**src/rtl/shift_pipe_if.sv**
```systemverilog
// shift_pipe_if: sample/control bundle for shift_pipe; tap_sel exists only with SHIFT_PIPE_TAP_EN
interface shift_pipe_if #(
    parameter int WIDTH = 8,
    parameter int DEPTH = 4
);
    localparam int CNT_W = $clog2(DEPTH + 1);
`ifdef SHIFT_PIPE_TAP_EN
    localparam int TAP_W = (DEPTH > 1) ? $clog2(DEPTH) : 1;
    logic [TAP_W-1:0] tap_sel;
`endif
    logic             en;
    logic             flush;
    logic             in_valid;
    logic [WIDTH-1:0] in_data;
    logic             out_valid;
    logic [WIDTH-1:0] out_data;
    logic [CNT_W-1:0] count;
`ifdef SHIFT_PIPE_TAP_EN
    modport master (output en, flush, in_valid, in_data, tap_sel, input out_valid, out_data, count);
    modport slave  (input en, flush, in_valid, in_data, tap_sel, output out_valid, out_data, count);
`else
    modport master (output en, flush, in_valid, in_data, input out_valid, out_data, count);
    modport slave  (input en, flush, in_valid, in_data, output out_valid, out_data, count);
`endif
endinterface

```
**src/rtl/shift_pipe.sv**
```systemverilog
// shift_pipe: stallable DEPTH-stage delay line with valid tracking and occupancy; SHIFT_PIPE_TAP_EN adds a runtime output tap
module shift_pipe #(
    parameter int WIDTH = 8,
    parameter int DEPTH = 4
) (
    input logic       clk,
    input logic       rst_n,
    shift_pipe_if.slave p
);
    localparam int CNT_W = $clog2(DEPTH + 1);

    logic [WIDTH-1:0] data [DEPTH];
    logic [DEPTH-1:0] v;
    logic [CNT_W-1:0] cnt;

    // reset and flush clear the line; otherwise shift when enabled, hold when stalled
    always_ff @(posedge clk) begin
        if (!rst_n || p.flush) begin
            for (int i = 0; i < DEPTH; i++) data[i] <= '0;
            v   <= '0;
            cnt <= '0;
        end else if (p.en) begin
            data[0] <= p.in_data;
            v[0]    <= p.in_valid;
            for (int i = 1; i < DEPTH; i++) begin
                data[i] <= data[i-1];
                v[i]    <= v[i-1];
            end
            cnt <= cnt + CNT_W'(p.in_valid) - CNT_W'(v[DEPTH-1]);
        end
    end

`ifdef SHIFT_PIPE_TAP_EN
    localparam int TAP_W = (DEPTH > 1) ? $clog2(DEPTH) : 1;
    logic [TAP_W-1:0] sel;
    assign sel         = (32'(p.tap_sel) >= DEPTH) ? TAP_W'(DEPTH - 1) : p.tap_sel;
    assign p.out_data  = data[sel];
    assign p.out_valid = v[sel];
`else
    assign p.out_data  = data[DEPTH-1];
    assign p.out_valid = v[DEPTH-1];
`endif
    assign p.count = cnt;
endmodule

```
**src/flat_wrapper.sv**
```systemverilog
// flat-port wrapper written by rule: the top's interface ports become plain ports
module shift_pipe_flat 
#(
    parameter int WIDTH = 8,
    parameter int DEPTH = 4
)
  (clk, rst_n, p_en, p_flush, p_in_valid, p_in_data, p_out_valid, p_out_data, p_count);
  shift_pipe_if #(.WIDTH(WIDTH), .DEPTH(DEPTH)) p_i ();
  input logic clk;
  input logic rst_n;
  input wire logic [$bits(p_i.en)-1:0] p_en;
  input wire logic [$bits(p_i.flush)-1:0] p_flush;
  input wire logic [$bits(p_i.in_valid)-1:0] p_in_valid;
  input wire logic [$bits(p_i.in_data)-1:0] p_in_data;
  output wire logic [$bits(p_i.out_valid)-1:0] p_out_valid;
  output wire logic [$bits(p_i.out_data)-1:0] p_out_data;
  output wire logic [$bits(p_i.count)-1:0] p_count;
  assign p_i.en = p_en;
  assign p_i.flush = p_flush;
  assign p_i.in_valid = p_in_valid;
  assign p_i.in_data = p_in_data;
  assign p_out_valid = p_i.out_valid;
  assign p_out_data = p_i.out_data;
  assign p_count = p_i.count;
  shift_pipe #(.WIDTH(WIDTH), .DEPTH(DEPTH)) u_core (.clk(clk), .rst_n(rst_n), .p(p_i));
endmodule
```
**config.mk**
```make
export PLATFORM = sky130hd
export DESIGN_NAME = shift_pipe_flat
export DESIGN_NICKNAME = d
export VERILOG_FILES = /design/src/rtl/shift_pipe_if.sv /design/src/rtl/shift_pipe.sv /design/src/flat_wrapper.sv
export SDC_FILE = /design/constraint.sdc
export NUM_CORES = 1
export LEC_CHECK = 0
export CAP_MARGIN = 20
export CORE_MARGIN = 5
export CORE_UTILIZATION = 40
export DETAILED_ROUTE_END_ITERATION = 7
export PLACE_DENSITY = 0.75
export SLEW_MARGIN = 0
export SYNTH_ARGS = -nofsm -noshare
export SYNTH_HDL_FRONTEND = slang
export SYNTH_SLANG_ARGS = --single-unit
```
**constraint.sdc**
```tcl
create_clock -name clk -period 2.8 [get_ports clk]
set_input_delay 0.28 -clock clk [delete_from_list [all_inputs] [get_ports clk]]
set_output_delay 0.28 -clock clk [all_outputs]
set_load 0.05 [all_outputs]
```
# After elaboration in Yosys (flattened, before gate mapping)
# Memories as Yosys holds them, arrays and structs flattened.
# Index checks and enable logic that the tools add are counted.
# totals
n_memories	1
regBits	7
output_inout_bits	12
ramBits	32
input_bits	13
# classes
reduce_logical	2
n_addsub	2
bitwise	4
mux	9
# mem_list
name	depth	width	read_ports	rd_ports_with_merged_regs	wr	line_no	text
u_core.data	4	8	4	0	4	shift_pipe.sv:12	logic [WIDTH-1:0] data [DEPTH];
# op_table
op	count
$mux W8	4
$mux W1	5
$or A1 B1 Y1	4
$add A3 B1 Y3	1
$sub A3 B1 Y3	1
$logic_not A1 Y1	1
$logic_or A1 B1 Y1	1

# Longest topological paths before layout
# Gate-level depths: netlist of run 1.
# depth
depth_word	5
depth_mapped	9
mapped_depth_nobuf	9

# Least setup slack after synthesis of run 1
# No wires, ideal clock.
# synth_timing
path_kind	register to register
startpoint	register u_core.cnt[0], in the netlist u_core.p.count[0]
endpoint	register u_core.cnt[2], in the netlist u_core.p.count[2]
setup_time_ns	0.069
path_stages_with_launch	10
path_buffers	0
slack_ns	0.548
period_less_slack_ns	2.252
arrival_time_ns	2.183
cell_sequence	dfxtp_1 inv_1 ha_1 inv_1 ha_1 inv_1 fa_1 xnor2_1 or4_1 o21ai_1
# synth_via
elab_chain_len	2
# synth_rtl
item	line_no	text
from (decl)	shift_pipe.sv:14	logic [CNT_W-1:0] cnt;
from (signal assigned)	shift_pipe.sv:29	cnt <= cnt + CNT_W'(p.in_valid) - CNT_W'(v[DEPTH-1]);
$add A3 B1 Y3	shift_pipe.sv:29	
$sub A3 B1 Y3	shift_pipe.sv:29	
# No other way between the ends.
# A chain may end at the register's enable or synchronous reset.

# Worst setup path after layout of run 1
# Same ends and word-level chain as after synthesis.

==> results of run 1 <==
## metal layers
metal,vias up,part of all wire (%),global-route usage [%]
met3,2,9.1,4.71
met2,25,54,14.6
met4,0,0.46,2.51
met5,-,0,0
met1,348,36,6.52
li1,401,-,-
## worst max-delay path: stages, from the launching register on
cell                      delay, ns
sky130_fd_sc_hd__dfxtp_1       0.34
sky130_fd_sc_hd__inv_1         0.05
sky130_fd_sc_hd__ha_1          0.29
sky130_fd_sc_hd__inv_1         0.06
sky130_fd_sc_hd__ha_1          0.12
sky130_fd_sc_hd__inv_1         0.04
sky130_fd_sc_hd__fa_1          0.37
sky130_fd_sc_hd__xnor2_1       0.14
sky130_fd_sc_hd__or4_1         0.40
sky130_fd_sc_hd__o21ai_1       0.08
## registers in the layout, indices dropped and copies added, names as in the netlist
signal,flops
u_core.p.count,3
u_core.data,32
u_core.v,4
## final cells by class
type	instances	area (um^2)	area share, %
clock buffers	5	68.8	3.58
multi-input cells	55	384	20.0
well taps	48	60.1	3.13
repair buffers	25	248	12.9
inverters	4	15.0	0.782
clock inverters	3	43.8	2.28
flip-flops and latches	39	1100	57.3
## logic make-up (layout without fill, tap and decap cells)
logic type               count (synthesis)  count (layout)  synth area share, %
AND/OR/NAND/NOR                         44              44                 17.4
flip-flops                              39              39                 71.6
adder cells (fa/ha/maj)                  3               3                 2.93
AO/OA/AOI/OAI                            2               2                0.814
buffers and inverters                    9              37                 3.42
XOR/XNOR                                 1               1                0.570
multiplexers                             5               5                 3.25
## power by group
| group | internal (mW) | switching [mW] | total, mW |
|---|---|---|---|
| clock | 0.265 | 0.183 | 0.448 |
| sequential | 0.649 | 0.00544 | 0.655 |
| combinational | 0.0359 | 0.0458 | 0.0817 |
| total | 0.950 | 0.235 | 1.18 |
## placed cells by master (no fill, tap or decap)
cell type | Yosys | layout
sky130_fd_sc_hd__xnor2_1 | 1 | 1
sky130_fd_sc_hd__and2_1 | 32 | 32
sky130_fd_sc_hd__mux2i_1 | 5 | 5
sky130_fd_sc_hd__fa_1 | 1 | 1
sky130_fd_sc_hd__ha_1 | 2 | 2
sky130_fd_sc_hd__o21ai_1 | 1 | 1
sky130_fd_sc_hd__nand2b_1 | 1 | 1
sky130_fd_sc_hd__dfxtp_1 | 7 | 7
sky130_fd_sc_hd__edfxtp_1 | 32 | 32
sky130_fd_sc_hd__inv_1 | 3 | 3
sky130_fd_sc_hd__nor2_1 | 7 | 7
sky130_fd_sc_hd__clkbuf_8 | 0 | 5
sky130_fd_sc_hd__clkinv_2 | 0 | 1
sky130_fd_sc_hd__bufinv_16 | 0 | 1
sky130_fd_sc_hd__nand2b_4 | 1 | 1
sky130_fd_sc_hd__a211oi_1 | 1 | 1
sky130_fd_sc_hd__buf_4 | 0 | 1
sky130_fd_sc_hd__inv_2 | 1 | 1
sky130_fd_sc_hd__clkinv_4 | 0 | 1
sky130_fd_sc_hd__nand3b_1 | 1 | 1
sky130_fd_sc_hd__or4_1 | 1 | 1
sky130_fd_sc_hd__clkdlybuf4s50_1 | 0 | 24
sky130_fd_sc_hd__nor2_2 | 1 | 1
## worst max path at each step
stage,from,to,slack (ns),cells after the start
after floorplan,u_core.p.count[0],u_core.p.count[2],0.55,9
after global placement,p_en,u_core.data[1][6],0.76,4
after detailed placement,p_en,u_core.data[2][5],0.63,4
after CTS,u_core.p.count[0],u_core.p.count[2],0.83,9
after global routing,u_core.p.count[0],u_core.p.count[2],0.68,9
final,u_core.p.count[0],u_core.p.count[2],0.84,9
## metrics by stage
stage,util [%],power (mW)
after global routing,52.1,1.23
final,52.1,1.18
after floorplan,-,0.720
after CTS,52.1,1.20
after detailed placement,49.0,0.751
after global placement,49.0,0.748
==> impl_results.rst, run 1 <==
.. list-table::
   :header-rows: 1

   * - Metric
     - Value
   * - FF-to-FF Start
     - u_core.p.count[0]
   * - Hold Path Class
     - flip-flop to flip-flop
   * - Total of fill cells in the finished design
     - 317
   * - Count of standard-cell rows
     - 22
   * - TritonCTS sink count
     - 39
   * - Worst slack at placement
     - 0.626 ns
   * - WP data required
     - 3.02 ns
   * - Reg-to-reg setup timing slack
     - 0.84 ns
   * - Clock root buffer
     - sky130_fd_sc_hd__clkbuf_8
   * - Count of placed standard cells including taps
     - 171
   * - Setup CP Type
     - flip-flop to flip-flop
   * - Placed cell area
     - 1810 um^2
   * - Period utilisation layout
     - 69.8%
   * - Core Area
     - 3690 um^2
   * - Worst-case hold slack
     - 0.505 ns
   * - Clock Pin Slew Worst Setup and Hold Paths
     - 0.07 ns
   * - Setup-failing EPs final
     - 0
   * - Final standard cell count with taps included and fillers excluded
     - 179
   * - Ratio of total power to cell area
     - 617 nW/um^2
   * - Die height
     - 72 um
   * - Minimum clock period
     - 1.96 ns
   * - Count of state elements after synthesis
     - 39
   * - Average instance area after synthesis
     - 14.9 um^2
   * - Number of enable-type register cells in the synthesized netlist
     - 32
   * - Setup TNS Final
     - 0 ns
   * - Transition time at the pin with the least slew margin
     - 0.803 ns
   * - Cell types with the highest counts after synthesis
     - 32 x sky130_fd_sc_hd__and2_1, 32 x sky130_fd_sc_hd__edfxtp_1, 7 x sky130_fd_sc_hd__dfxtp_1, 7 x sky130_fd_sc_hd__nor2_1, 5 x sky130_fd_sc_hd__mux2i_1
   * - Cell area after synthesis
     - 1540 um^2
   * - Num ports
     - 25
   * - Routed wire length
     - 1.74 mm
   * - Share of post-route cells with drive strength above 1
     - 9.16%
   * - CTS HTree Levels
     - 2
   * - Number of search-and-repair iterations in the first detailed-routing pass
     - 4
   * - Total CTS buffers
     - 5
   * - Max-Cap Viols
     - 0
   * - Total global routing overflow
     - 0
   * - Post-CTS Setup Bufs
     - 0
   * - Antenna diode count
     - 0
   * - Setup WS post-layout
     - 0.844 ns
   * - Via count of the first global-routing pass
     - 756
   * - Routed length per placed instance
     - 9.71 um
   * - DRC violation total after the first TritonRoute iteration
     - 35
   * - Cells on Worst Hold Path
     - 2
   * - Layout Cell Area excl Fill
     - 1920 um^2
   * - Post-Synthesis Cells
     - 103
   * - Global placement routability congestion
     - 0.647
   * - Worst Reg2Reg Path Length in Cells
     - 9
   * - Cell taking the most area after synthesis
     - sky130_fd_sc_hd__edfxtp_1
   * - Hold-fix buffers at CTS
     - 0
   * - Max IR drop VDD
     - 0.000474 V
   * - Vias/cell
     - 4.34
   * - Top cells by area, synth
     - sky130_fd_sc_hd__edfxtp_1 62%, sky130_fd_sc_hd__and2_1 13%, sky130_fd_sc_hd__dfxtp_1 9.1%
   * - Detail Placement HPWL
     - 1.18 mm
   * - Overall via count from detail_route
     - 776
   * - Starting Density
     - 41.7%
   * - Antenna violations before repair
     - 0
   * - Port Buffers
     - 24
   * - Arrival time worst endpoint
     - 2.18 ns
   * - Number of remaining DRC errors
     - 0
   * - Startpoint of the worst hold path
     - u_core.p.count[2]
   * - Endpoint type of the worst setup path
     - flip-flop
   * - CP max FO
     - 3
   * - Count of different cell masters after synthesis
     - 19
   * - Static Leak
     - 0.765 nW
   * - Worst min-delay path endpoint
     - u_core.p.count[2]
   * - Clock tree from TritonCTS
     - built
   * - Result of the run
     - complete, no violations
   * - Floorplan die width
     - 72 um
   * - Antenna viol nets, final
     - 0
   * - Post-Synthesis Net Count
     - 119
   * - Wire length of the first global-routing pass
     - 3.02 mm
   * - Total routing usage reported by global routing
     - 7.71%
   * - Worst Clk Skew
     - 0.00120 ns
   * - Pins Over Slew Limit
     - 0
   * - Number of hold violations in the final report
     - 0
   * - Full die area
     - 5180 um^2
   * - Largest net degree at the start of global routing
     - 33
   * - Prevailing post-synth register cell
     - sky130_fd_sc_hd__edfxtp_1
   * - Relative area change from synthesis to final layout
     - 24.9%
   * - Final nets
     - 146
   * - Count of yosys warnings during synthesis
     - 0
   * - Clock latency reported for the late side of the worst-skew pair
     - 0.28 ns
   * - Top cell type's share of synthesized area
     - 62.5%
   * - Critical register-to-register path endpoint
     - u_core.p.count[2]
   * - RSZ-0062 raised after global routing
     - false
   * - Tightest slew margin relative to the limit
     - 46.4%
   * - Startpoint Class
     - flip-flop
   * - Achievable Freq
     - 511 MHz
   * - Fraction of registers with async set or reset after synthesis
     - 0%
   * - Number of buffers on the longest clock path
     - 2
   * - Post-cts sizing count
     - 0
   * - Share of the yosys chip area belonging to registers
     - 71.6%
Power figures use the tool's default switching activity.
==> run 2, diff against run 1 <==
Clock period 2.8 ns to 1.9 ns, I/O delays scaled along.
==> run 2 against run 1 <==
  * Sequential share of layout area fell by 1.2 points
  * Count of clock-buffer cells in the layout did not move
  * Non-clock buffer count grew 1
  * Register-to-register slack worse by 0.87 ns
  * Via count is 0.64% lower
  * Die area stayed put
  * Routed wire length increased by 3.7%
  * Critical endpoint unchanged
  * The flow now finishes with violations (negative setup slack)
  * Worst setup slack got worse by 0.87 ns
  * Maximum frequency rose by 1.7%
  * Clock power is 78% higher
==> impl_results.rst, run 2 (same netlist as run 1, synthesis figures left out) <==
.. list-table::
   :header-rows: 1

   * - Metric
     - Value
   * - Antenna violations before repair
     - 0 (unchanged)
   * - Number of buffers on the longest clock path
     - 2 (unchanged)
   * - Placed cell area
     - 1840 um^2 (+1.7%)
   * - Setup CP Type
     - flip-flop to flip-flop
   * - Total of fill cells in the finished design
     - 324 (+2.2%)
   * - Antenna diode count
     - 0 (unchanged)
   * - Commonest cells after routing, fill and taps aside
     - 32 x sky130_fd_sc_hd__and2_1, 32 x sky130_fd_sc_hd__edfxtp_1, 24 x sky130_fd_sc_hd__clkdlybuf4s50_1, 7 x sky130_fd_sc_hd__nor2_1
   * - Count of placed standard cells including taps
     - 172 (+0.58%)
   * - Endpoint type of the worst setup path
     - flip-flop
   * - Clock latency reported for the late side of the worst-skew pair
     - 0.28 ns (about the same)
   * - TritonCTS sink count
     - 39 (unchanged)
   * - Global placement routability congestion
     - 0.636 (-1.7%)
   * - Setup WS post-layout
     - -0.0234 ns (-0.868 ns)
   * - Max-Cap Viols
     - 0 (unchanged)
   * - Tightest slew margin relative to the limit
     - 48.3% (+1.9 points)
   * - Die height
     - 72 um (unchanged)
   * - RSZ-0062 raised after global routing
     - true
   * - Vias/cell
     - 4.28 (-1.2%)
   * - Total routing usage reported by global routing
     - 7.91% (+0.20 points)
   * - Arrival time worst endpoint
     - 2.14 ns (-0.04 ns)
   * - Transition time at the pin with the least slew margin
     - 0.775 ns (-0.0281 ns)
   * - Clock root buffer
     - sky130_fd_sc_hd__clkbuf_8
   * - Detail Placement HPWL
     - 1.21 mm (+2.6%)
   * - Total global routing overflow
     - 0 (unchanged)
   * - Via count of the first global-routing pass
     - 773 (+2.2%)
   * - Startpoint Class
     - flip-flop
   * - Static Leak
     - 0.783 nW (+2.3%)
   * - Routed length per placed instance
     - 10.0 um (+3.2%)
   * - WP data required
     - 2.12 ns (-0.90 ns)
   * - Worst-case hold slack
     - 0.502 ns (-0.00257 ns)
   * - Total CTS buffers
     - 5 (unchanged)
   * - Starting Density
     - 41.7% (unchanged)
   * - Core Area
     - 3690 um^2 (unchanged)
   * - Routed wire length
     - 1.80 mm (+3.7%)
   * - Count of standard-cell rows
     - 22 (unchanged)
   * - Setup TNS Final
     - -0.0234 ns (-0.0234 ns)
   * - Max IR drop VDD
     - 0.000493 V (+3.9%)
   * - Overall via count from detail_route
     - 771 (-0.64%)
   * - Setup-failing EPs final
     - 1 (+1)
   * - Antenna viol nets, final
     - 0 (unchanged)
   * - Relative area change from synthesis to final layout
     - 28.4%
   * - Port Buffers
     - 24 (unchanged)
   * - Layout Cell Area excl Fill
     - 1970 um^2 (+2.8%)
   * - Period utilisation layout
     - 101% (+31 points)
   * - DRC violation total after the first TritonRoute iteration
     - 14 (-60%)
   * - Result of the run
     - complete, but fails checks
   * - Number of hold violations in the final report
     - 0 (unchanged)
   * - Minimum clock period
     - 1.92 ns (-0.0323 ns)
   * - Reg-to-reg setup timing slack
     - -0.02 ns (-0.87 ns)
   * - Num ports
     - 25 (unchanged)
   * - CP max FO
     - 3 (unchanged)
   * - Top register by number of flip-flops
     - u_core.data
   * - Full die area
     - 5180 um^2 (unchanged)
   * - Clock tree from TritonCTS
     - built
   * - Final nets
     - 147 (+0.68%)
   * - Final standard cell count with taps included and fillers excluded
     - 180 (+0.56%)
   * - Clock Pin Slew Worst Setup and Hold Paths
     - 0.07 ns (about the same)
   * - Violations in the final reports
     - negative setup slack
   * - Flip-flop count of the largest register after layout
     - 32 (unchanged)
   * - Pins Over Slew Limit
     - 0 (unchanged)
   * - Worst Clk Skew
     - 0.00330 ns (+0.00210 ns)
   * - Number of search-and-repair iterations in the first detailed-routing pass
     - 2 (-2)
   * - Wire length of the first global-routing pass
     - 3.09 mm (+2.5%)
   * - CTS HTree Levels
     - 2 (unchanged)
   * - Floorplan die width
     - 72 um (unchanged)
   * - Hold Path Class
     - flip-flop to flip-flop
   * - Hold-fix buffers at CTS
     - 0 (unchanged)
   * - Share of post-route cells with drive strength above 1
     - 12.1% (+3.0 points)
   * - Ratio of total power to cell area
     - 955 nW/um^2 (+55%)
   * - Largest net degree at the start of global routing
     - 33 (unchanged)
   * - Achievable Freq
     - 520 MHz (+1.7%)
   * - Number of remaining DRC errors
     - 0 (unchanged)
[run 2: metrics by stage]
step / total power, mW / setup slack, ns / utilization, %
finish: 1.89 / -0.0234 / 53.5
global route: 1.95 / -0.122 / 53.5
CTS: 1.91 / -0.0394 / 53.5
detailed placement: 1.11 / -0.0152 / 49.8
global placement: 1.10 / 0.0530 / 49.8
floorplan: 1.06 / -0.0633 / -
[run 2: repair_timing]
item,in CTS,in global routing
buffers inserted,0,0
setup endpoints to repair,1,1
gates resized for setup,0,0
endpoints found under the hold margin,0,0
[run 2: final cells by class]
class,count,area (um^2),share of cell area (%)
Timing Repair Buffer,26,268,13.6
Inverter,4,15.0,0.760
Sequential cell,39,1110,56.1
Clock buffer,5,68.8,3.49
Tap cell,48,60.1,3.04
Clock inverter,3,67.6,3.42
Multi-Input combinational cell,55,387,19.6
[run 2: worst paths after layout]
kind,startpoint,endpoint,cells after the start
worst max-delay path,u_core.p.count[0],u_core.p.count[2],9
worst min-delay path,u_core.p.count[2],u_core.p.count[2],2
worst max register to register,u_core.p.count[0],u_core.p.count[2],9
worst min register to register,u_core.p.count[2],u_core.p.count[2],2
[run 2: where the power goes]
| group | internal [mW] | switching, mW | leakage [nW] |
|---|---|---|---|
| Sequential | 0.954 | 0.00835 | 0.430 |
| Combinational | 0.0566 | 0.0691 | 0.289 |
| Clock | 0.523 | 0.273 | 0.0644 |
[run 2: metal layers]
metal	global-route usage (%)	part of all wire [%]	wire length, um
met1	7.49	39	701
met2	14.3	53	960
met3	2.91	7.3	131
met4	5.01	0.55	10
met5	0	0	0
[run 2: critical path: stages (launching register included)]
cell	delay, ns
sky130_fd_sc_hd__dfxtp_4	0.35
sky130_fd_sc_hd__inv_1	0.04
sky130_fd_sc_hd__ha_1	0.27
sky130_fd_sc_hd__inv_1	0.06
sky130_fd_sc_hd__ha_1	0.13
sky130_fd_sc_hd__inv_1	0.05
sky130_fd_sc_hd__fa_2	0.33
sky130_fd_sc_hd__xnor2_1	0.14
sky130_fd_sc_hd__or4_1	0.41
sky130_fd_sc_hd__o21ai_1	0.08
==> run 3, diff against run 2 <==
Settings changed: PLACE_DENSITY 0.75 to default, TNS_END_PERCENT from default to 20.
==> run 3 against run 2 <==
  * The run now ends clean
  * Critical path depth unchanged
  * Routed wire length up 2.2%
  * Die area unchanged
  * Largest power group unchanged
  * Power down 15%
  * Highest routed layer unchanged
  * Cell count unchanged
  * Global-route usage up 0.39 points
  * Sequential cell count unchanged
  * Largest cell class unchanged
  * Maximum frequency up 1.9%
  * Combinational power about the same
  * Design area down 2.9%
  * Sequential power about the same
==> impl_results.rst, run 3 (same netlist as run 1, synthesis figures left out) <==
.. list-table::
   :header-rows: 1

   * - Metric
     - Value
   * - Result of the run
     - complete, no violations
   * - Commonest cells after routing, fill and taps aside
     - 32 x sky130_fd_sc_hd__and2_1, 32 x sky130_fd_sc_hd__edfxtp_1, 24 x sky130_fd_sc_hd__clkdlybuf4s50_1, 7 x sky130_fd_sc_hd__nor2_1
   * - Top register by number of flip-flops
     - u_core.data
   * - Chain of cells forming the critical path
     - inv_1 -> ha_1 -> inv_1 -> ha_1 -> inv_1 -> fa_2 -> xnor2_1 -> or4_1 -> o21ai_1
   * - CTS HTree Levels
     - 2 (unchanged)
   * - Number of buffers on the longest clock path
     - 2 (unchanged)
   * - Slowest cell on crit path
     - sky130_fd_sc_hd__or4_1
   * - Setup TNS Final
     - 0 ns (+0.0234 ns)
   * - Most prevalent standard cell on the critical path
     - sky130_fd_sc_hd__inv_1
   * - Post-CTS Setup Bufs
     - 0 (unchanged)
   * - Antenna violations before repair
     - 0 (unchanged)
   * - Flip-flop count of the largest register after layout
     - 32 (unchanged)
   * - Fraction of met1 tracks used by global routing
     - 9.47% (+2.0 points)
   * - Hold-fix buffers at CTS
     - 0 (unchanged)
   * - Port Buffers
     - 24 (unchanged)
   * - Share of post-route cells with drive strength above 1
     - 9.85% (-2.3 points)
   * - Clock Pin Slew Worst Setup and Hold Paths
     - 0.07 ns (about the same)
   * - RSZ-0062 raised after global routing
     - true
   * - Total routing usage reported by global routing
     - 8.30% (+0.39 points)
   * - Count of placed standard cells including taps
     - 172 (unchanged)
   * - Via count of the first global-routing pass
     - 704 (-8.9%)
   * - Clock latency reported for the late side of the worst-skew pair
     - 0.28 ns (about the same)
   * - Full die area
     - 5180 um^2 (unchanged)
   * - Max IR drop VDD
     - 0.000486 V (-1.3%)
   * - Clock root buffer
     - sky130_fd_sc_hd__clkbuf_8
   * - Global-route met2 utilization
     - 12.4% (-1.8 points)
   * - TritonCTS sink count
     - 39 (unchanged)
   * - Tightest slew margin relative to the limit
     - 44.5% (-3.8 points)
   * - Endpoint type of the worst setup path
     - flip-flop
   * - Routed length per placed instance
     - 10.2 um (+2.2%)
   * - Register cell area after layout
     - 1110 um^2 (unchanged)
   * - Number of search-and-repair iterations in the first detailed-routing pass
     - 2 (unchanged)
   * - Number of hold violations in the final report
     - 0 (unchanged)
   * - Vias/cell
     - 4.31 (+0.52%)
   * - Wire length of the first global-routing pass
     - 3.17 mm (+2.5%)
   * - Largest net degree at the start of global routing
     - 33 (unchanged)
   * - Most congested layer reported by global routing
     - met2
   * - Count of standard-cell rows
     - 22 (unchanged)
   * - Worst Clk Skew
     - 0.00437 ns (+0.00107 ns)
   * - Overall via count from detail_route
     - 775 (+0.52%)
   * - Final standard cell count with taps included and fillers excluded
     - 180 (unchanged)
   * - Max-Cap Viols
     - 0 (unchanged)
   * - Area of the multi-input gates
     - 387 um^2 (unchanged)
   * - Total global routing overflow
     - 0 (unchanged)
   * - Routed wire length
     - 1.84 mm (+2.2%)
   * - Delay contributed by the slowest stage of the critical path
     - 0.40 ns (about the same)
   * - Ratio of total power to cell area
     - 832 nW/um^2 (-13%)
   * - Number of remaining DRC errors
     - 0 (unchanged)
   * - DRC violation total after the first TritonRoute iteration
     - 55 (+41)
   * - Transition time at the pin with the least slew margin
     - 0.832 ns (+0.0569 ns)
   * - Antenna diode count
     - 0 (unchanged)
   * - Achievable Freq
     - 530 MHz (+1.9%)
   * - Cells on Worst Hold Path
     - 2 (unchanged)
   * - Startpoint Class
     - flip-flop
   * - Pins Over Slew Limit
     - 0 (unchanged)
   * - Worst slack at placement
     - -0.00286 ns (+0.0124 ns)
   * - Core Area
     - 3690 um^2 (unchanged)
   * - Minimum clock period
     - 1.89 ns (-0.0368 ns)
   * - Relative area change from synthesis to final layout
     - 24.7%
   * - Worst Reg2Reg Path Length in Cells
     - 9 (unchanged)
   * - Starting Density
     - 41.7% (unchanged)
   * - Met3 Usage GRT
     - 3.74% (+0.83 points)
   * - Period utilisation layout
     - 99.3% (-1.9 points)
   * - CP max FO
     - 3 (unchanged)
   * - Total CTS buffers
     - 5 (unchanged)
   * - Setup CP Type
     - flip-flop to flip-flop
   * - Die height
     - 72 um (unchanged)
   * - Hold Path Class
     - flip-flop to flip-flop
   * - Detail Placement HPWL
     - 1.24 mm (+2.4%)
   * - WP data required
     - 2.12 ns (about the same)
   * - Total of fill cells in the finished design
     - 329 (+1.5%)
   * - Arrival time worst endpoint
     - 2.10 ns (-0.04 ns)
   * - Floorplan die width
     - 72 um (unchanged)
   * - Final nets
     - 147 (unchanged)
   * - Setup WS post-layout
     - 0.0133 ns (+0.0368 ns)
   * - Static Leak
     - 0.758 nW (-3.2%)
   * - Post-cts sizing count
     - 0 (unchanged)
   * - Clock tree from TritonCTS
     - built
   * - Setup-failing EPs final
     - 0 (-1)
   * - Antenna viol nets, final
     - 0 (unchanged)
   * - Num ports
     - 25 (unchanged)
   * - Global placement routability congestion
     - 0.627 (-1.4%)
==> run 3: per-layer routing <==
layer  routed length (um)  up-vias
met1                  752      344
met5                    0        -
met4                   48        0
li1                     -      404
met2                  930       21
met3                  110        6
==> run 3: stage by stage <==
stage	instance area (um^2)	hold slack, ns	utilization [%]	power (mW)
2_1_floorplan	1550	0.337	-	1.06
3_3_place_gp	1840	0.479	49.8	1.11
3_5_place_dp	1840	0.497	49.8	1.11
4_1_cts	1920	0.513	52.0	1.62
5_1_grt	1920	0.533	52.0	1.67
6_report	1920	0.502	52.0	1.60
==> run 3: final timing paths <==
| check | startpoint | end | slack (ns) |
|---|---|---|---|
| setup / recovery | u_core.p.count[0] | u_core.p.count[2] | 0.01 |
| hold / removal | u_core.v[0] | u_core.v[0] | 0.50 |
| setup reg to reg | u_core.p.count[0] | u_core.p.count[2] | 0.01 |
| hold reg to reg | u_core.v[0] | u_core.v[0] | 0.50 |
==> run 3: where the power goes <==
part	switching (mW)	total (mW)	internal, mW
sequential	0.00802	0.963	0.955
clock	0.247	0.507	0.260
combinational	0.0692	0.126	0.0566
total	0.324	1.60	1.27
==> run 3: layout make-up <==
| type | instances | share of cell area (%) |
|---|---|---|
| multi-input cells | 55 | 20.2 |
| clock buffers | 8 | 4.17 |
| well taps | 48 | 3.13 |
| repair buffers | 26 | 14.0 |
| flip-flops and latches | 39 | 57.8 |
| inverters | 4 | 0.783 |
==> run 3: worst max-delay path, delay by kind of cell, from the launching register on <==
kind                       cells  cell delay [ns]
DFF                            1             0.35
buffers and inverters          3             0.14
AOI/OAI and AO/OA              1             0.08
adders and majority gates      3             0.73
and+or+nand+nor                1             0.40
xor gates and xnor gates       1             0.14
==> variant: new RTL, settings of run 3 <==
`DEPTH` is set to 4 in 3 places; all go to 2.
--- a/src/rtl/shift_pipe_if.sv
+++ b/src/rtl/shift_pipe_if.sv
@@ -1,7 +1,7 @@
 // shift_pipe_if: sample/control bundle for shift_pipe; tap_sel exists only with SHIFT_PIPE_TAP_EN
 interface shift_pipe_if #(
     parameter int WIDTH = 8,
-    parameter int DEPTH = 4
+    parameter int DEPTH = 2
 );
     localparam int CNT_W = $clog2(DEPTH + 1);
 `ifdef SHIFT_PIPE_TAP_EN
--- a/src/rtl/shift_pipe.sv
+++ b/src/rtl/shift_pipe.sv
@@ -1,7 +1,7 @@
 // shift_pipe: stallable DEPTH-stage delay line with valid tracking and occupancy; SHIFT_PIPE_TAP_EN adds a runtime output tap
 module shift_pipe #(
     parameter int WIDTH = 8,
-    parameter int DEPTH = 4
+    parameter int DEPTH = 2
 ) (
     input logic       clk,
     input logic       rst_n,
--- a/src/flat_wrapper.sv
+++ b/src/flat_wrapper.sv
@@ -2,7 +2,7 @@
 module shift_pipe_flat 
 #(
     parameter int WIDTH = 8,
-    parameter int DEPTH = 4
+    parameter int DEPTH = 2
 )
   (clk, rst_n, p_en, p_flush, p_in_valid, p_in_data, p_out_valid, p_out_data, p_count);
   shift_pipe_if #(.WIDTH(WIDTH), .DEPTH(DEPTH)) p_i ();
Interface: changed (resized p_count); port bits go from 25 to 24. The function was not compared with the original's and may differ.
==> variant against run 3 <==
  * Sequential cell count fell by 19
  * Wire length decreased by 30%
  * Worst setup slack improved by 0.21 ns
  * Clock power down 33%
  * Final area fell by 40%
  * Area after synthesis down 42%
  * Power down 41%
  * Count of clock-buffer cells in the layout is 5 lower
  * Non-clock buffer count shrank 1
  * Critical path type is now flop to primary output
  * Largest power group unchanged
  * Highest routed layer unchanged
==> variant: results (changes against run 3) <==
=================================================================================================================
Met3 Track Usage GR                                                                                        1.584%   -2.2 points
Number of enable-type register cells in the synthesized netlist                                                16   -50%
Top cell types by occurrence after synthesis                                                         16 x sky130_fd_sc_hd__edfxtp_1, 13 x sky130_fd_sc_hd__and3_2, 8 x sky130_fd_sc_hd__buf_4
Number of global-route vias before repair                                                                     526   -25%
Unique cell type count in the Yosys netlist                                                                    18   -1
Number of flip-flops in the largest register                                                                   16   -50%
Standby leakage power                                                                                   0.5116 nW   -33%
Maximum number of pins on one net before global-route repair                                                   21   -36%
TritonCTS Buffers                                                                                               3   -2
Number of levels the H-tree was split into                                                                      1   -1
Mux cell area share after synthesis                                                                        4.476%   +1.2 points
Post-synthesis average cell area                                                                       13.76 um^2   -7.8%
Clock slew seen by the registers of the worst setup and hold paths                                        0.12 ns   +0.05 ns
Inserted Diodes                                                                                                 0   unchanged
Syn_nets                                                                                                       80   -33%
Area fraction in compound gates after synthesis                                                                0%   -0.81 points
DR WL met2                                                                                                 670 um   -28%
Arithmetic-cell share of the synthesized area counting full adders, half adders and majority gates         2.797%   -0.13 points
Standard cell with the maximum stage delay on the critical path                                      sky130_fd_sc_hd__clkdlybuf4s50_1
Share of post-route cells with drive strength above 1                                                      25.30%   +15 points
Global placement routability congestion                                                                    0.6666   +6.4%
Top FF cell, synth                                                                                   sky130_fd_sc_hd__edfxtp_1
HPWL after detailed placement                                                                            902.9 um   -27%
Total GRT Usage                                                                                            8.954%   +0.66 points
Global-route wire length before repair                                                                   2.214 mm   -30%
Port Buffer Count                                                                                              23   -4.2%
Met1 Usage GRT                                                                                             9.687%   +0.21 points
Result of the run                                                                                    finished, final reports clean
Placement-stage cell area                                                                               1095 um^2   -40%
Worst-case headroom to the max-slew limit                                                                  56.71%   +12 points
Clk_lat worst skew                                                                                        0.30 ns   +0.02 ns
Final #Nets                                                                                                    99   -33%
Met3 routed wirelength                                                                                      61 um   -45%
Largest voltage drop on the vdd net                                                                   0.0004672 V   -3.9%
Met2 capacity usage during global routing                                                                  15.33%   +2.9 points
Non-Filler Instances                                                                                          111   -38%
Slowest stage delay, CP                                                                                   0.82 ns   +0.42 ns
Critical path peak fanout                                                                                       3   unchanged
Cell family with most CP delay                                                                       buffers and inverters
Met1 Routed Length                                                                                         539 um   -28%
Starting DRT DRC Count                                                                                          9   -84%
Total via count in the routed design                                                                          515   -34%
Worst clock skew                                                                                      0.008871 ns   +0.004503 ns
Arrival time of data at the critical path endpoint                                                        1.49 ns   -0.61 ns
Sequential fraction of the synthesis area                                                                  62.66%   -8.9 points
CTS root buf                                                                                         sky130_fd_sc_hd__clkbuf_4
Worst slack at placement                                                                                0.1684 ns   +0.1712 ns
Filler cells                                                                                                  201   -39%
Largest cells by area after synthesis                                                                sky130_fd_sc_hd__edfxtp_1 54%, sky130_fd_sc_hd__and3_2 11%, sky130_fd_sc_hd__dfxtp_1 9.0%, sky130_fd_sc_hd__buf_4 6.7%, sky130_fd_sc_hd__mux2i_1 4.5%
XOR/XNOR share of the synthesized area                                                                    0.9790%   +0.41 points
Wire length per cell                                                                                     11.59 um   +13%
=================================================================================================================
variant: path summary, 6_finish.rpt:
path | slack (ns) | cells after the start | endpoint | from
max | 0.22 | 1 | p_out_valid | u_core.v[1]$_SDFFE_PP0P_
min | 0.49 | 2 | u_core.p.count[1]$_SDFFE_PP0P_ | u_core.p.count[1]$_SDFFE_PP0P_
min reg2reg | 0.49 | 2 | u_core.p.count[1]$_SDFFE_PP0P_ | u_core.p.count[1]$_SDFFE_PP0P_
max reg2reg | 0.54 | 7 | u_core.p.count[1]$_SDFFE_PP0P_ | u_core.p.count[0]$_SDFFE_PP0P_
variant: cell type report:
class	count	area [um^2]	share of cell area [%]
clock buffer	3	22.52	1.963
clock inverter	1	30.03	2.617
inverter	2	7.507	0.6543
multi-input combinational	32	246.5	21.48
sequential	20	560.5	48.86
tap	28	35.03	3.053
timing repair buffer	25	245.2	21.37
variant: report_power, final:
part | switching [W] | internal [W]
sequential | 0.00000471 | 0.000492
combinational | 0.0000609 | 0.0000516
clock | 0.000128 | 0.000213
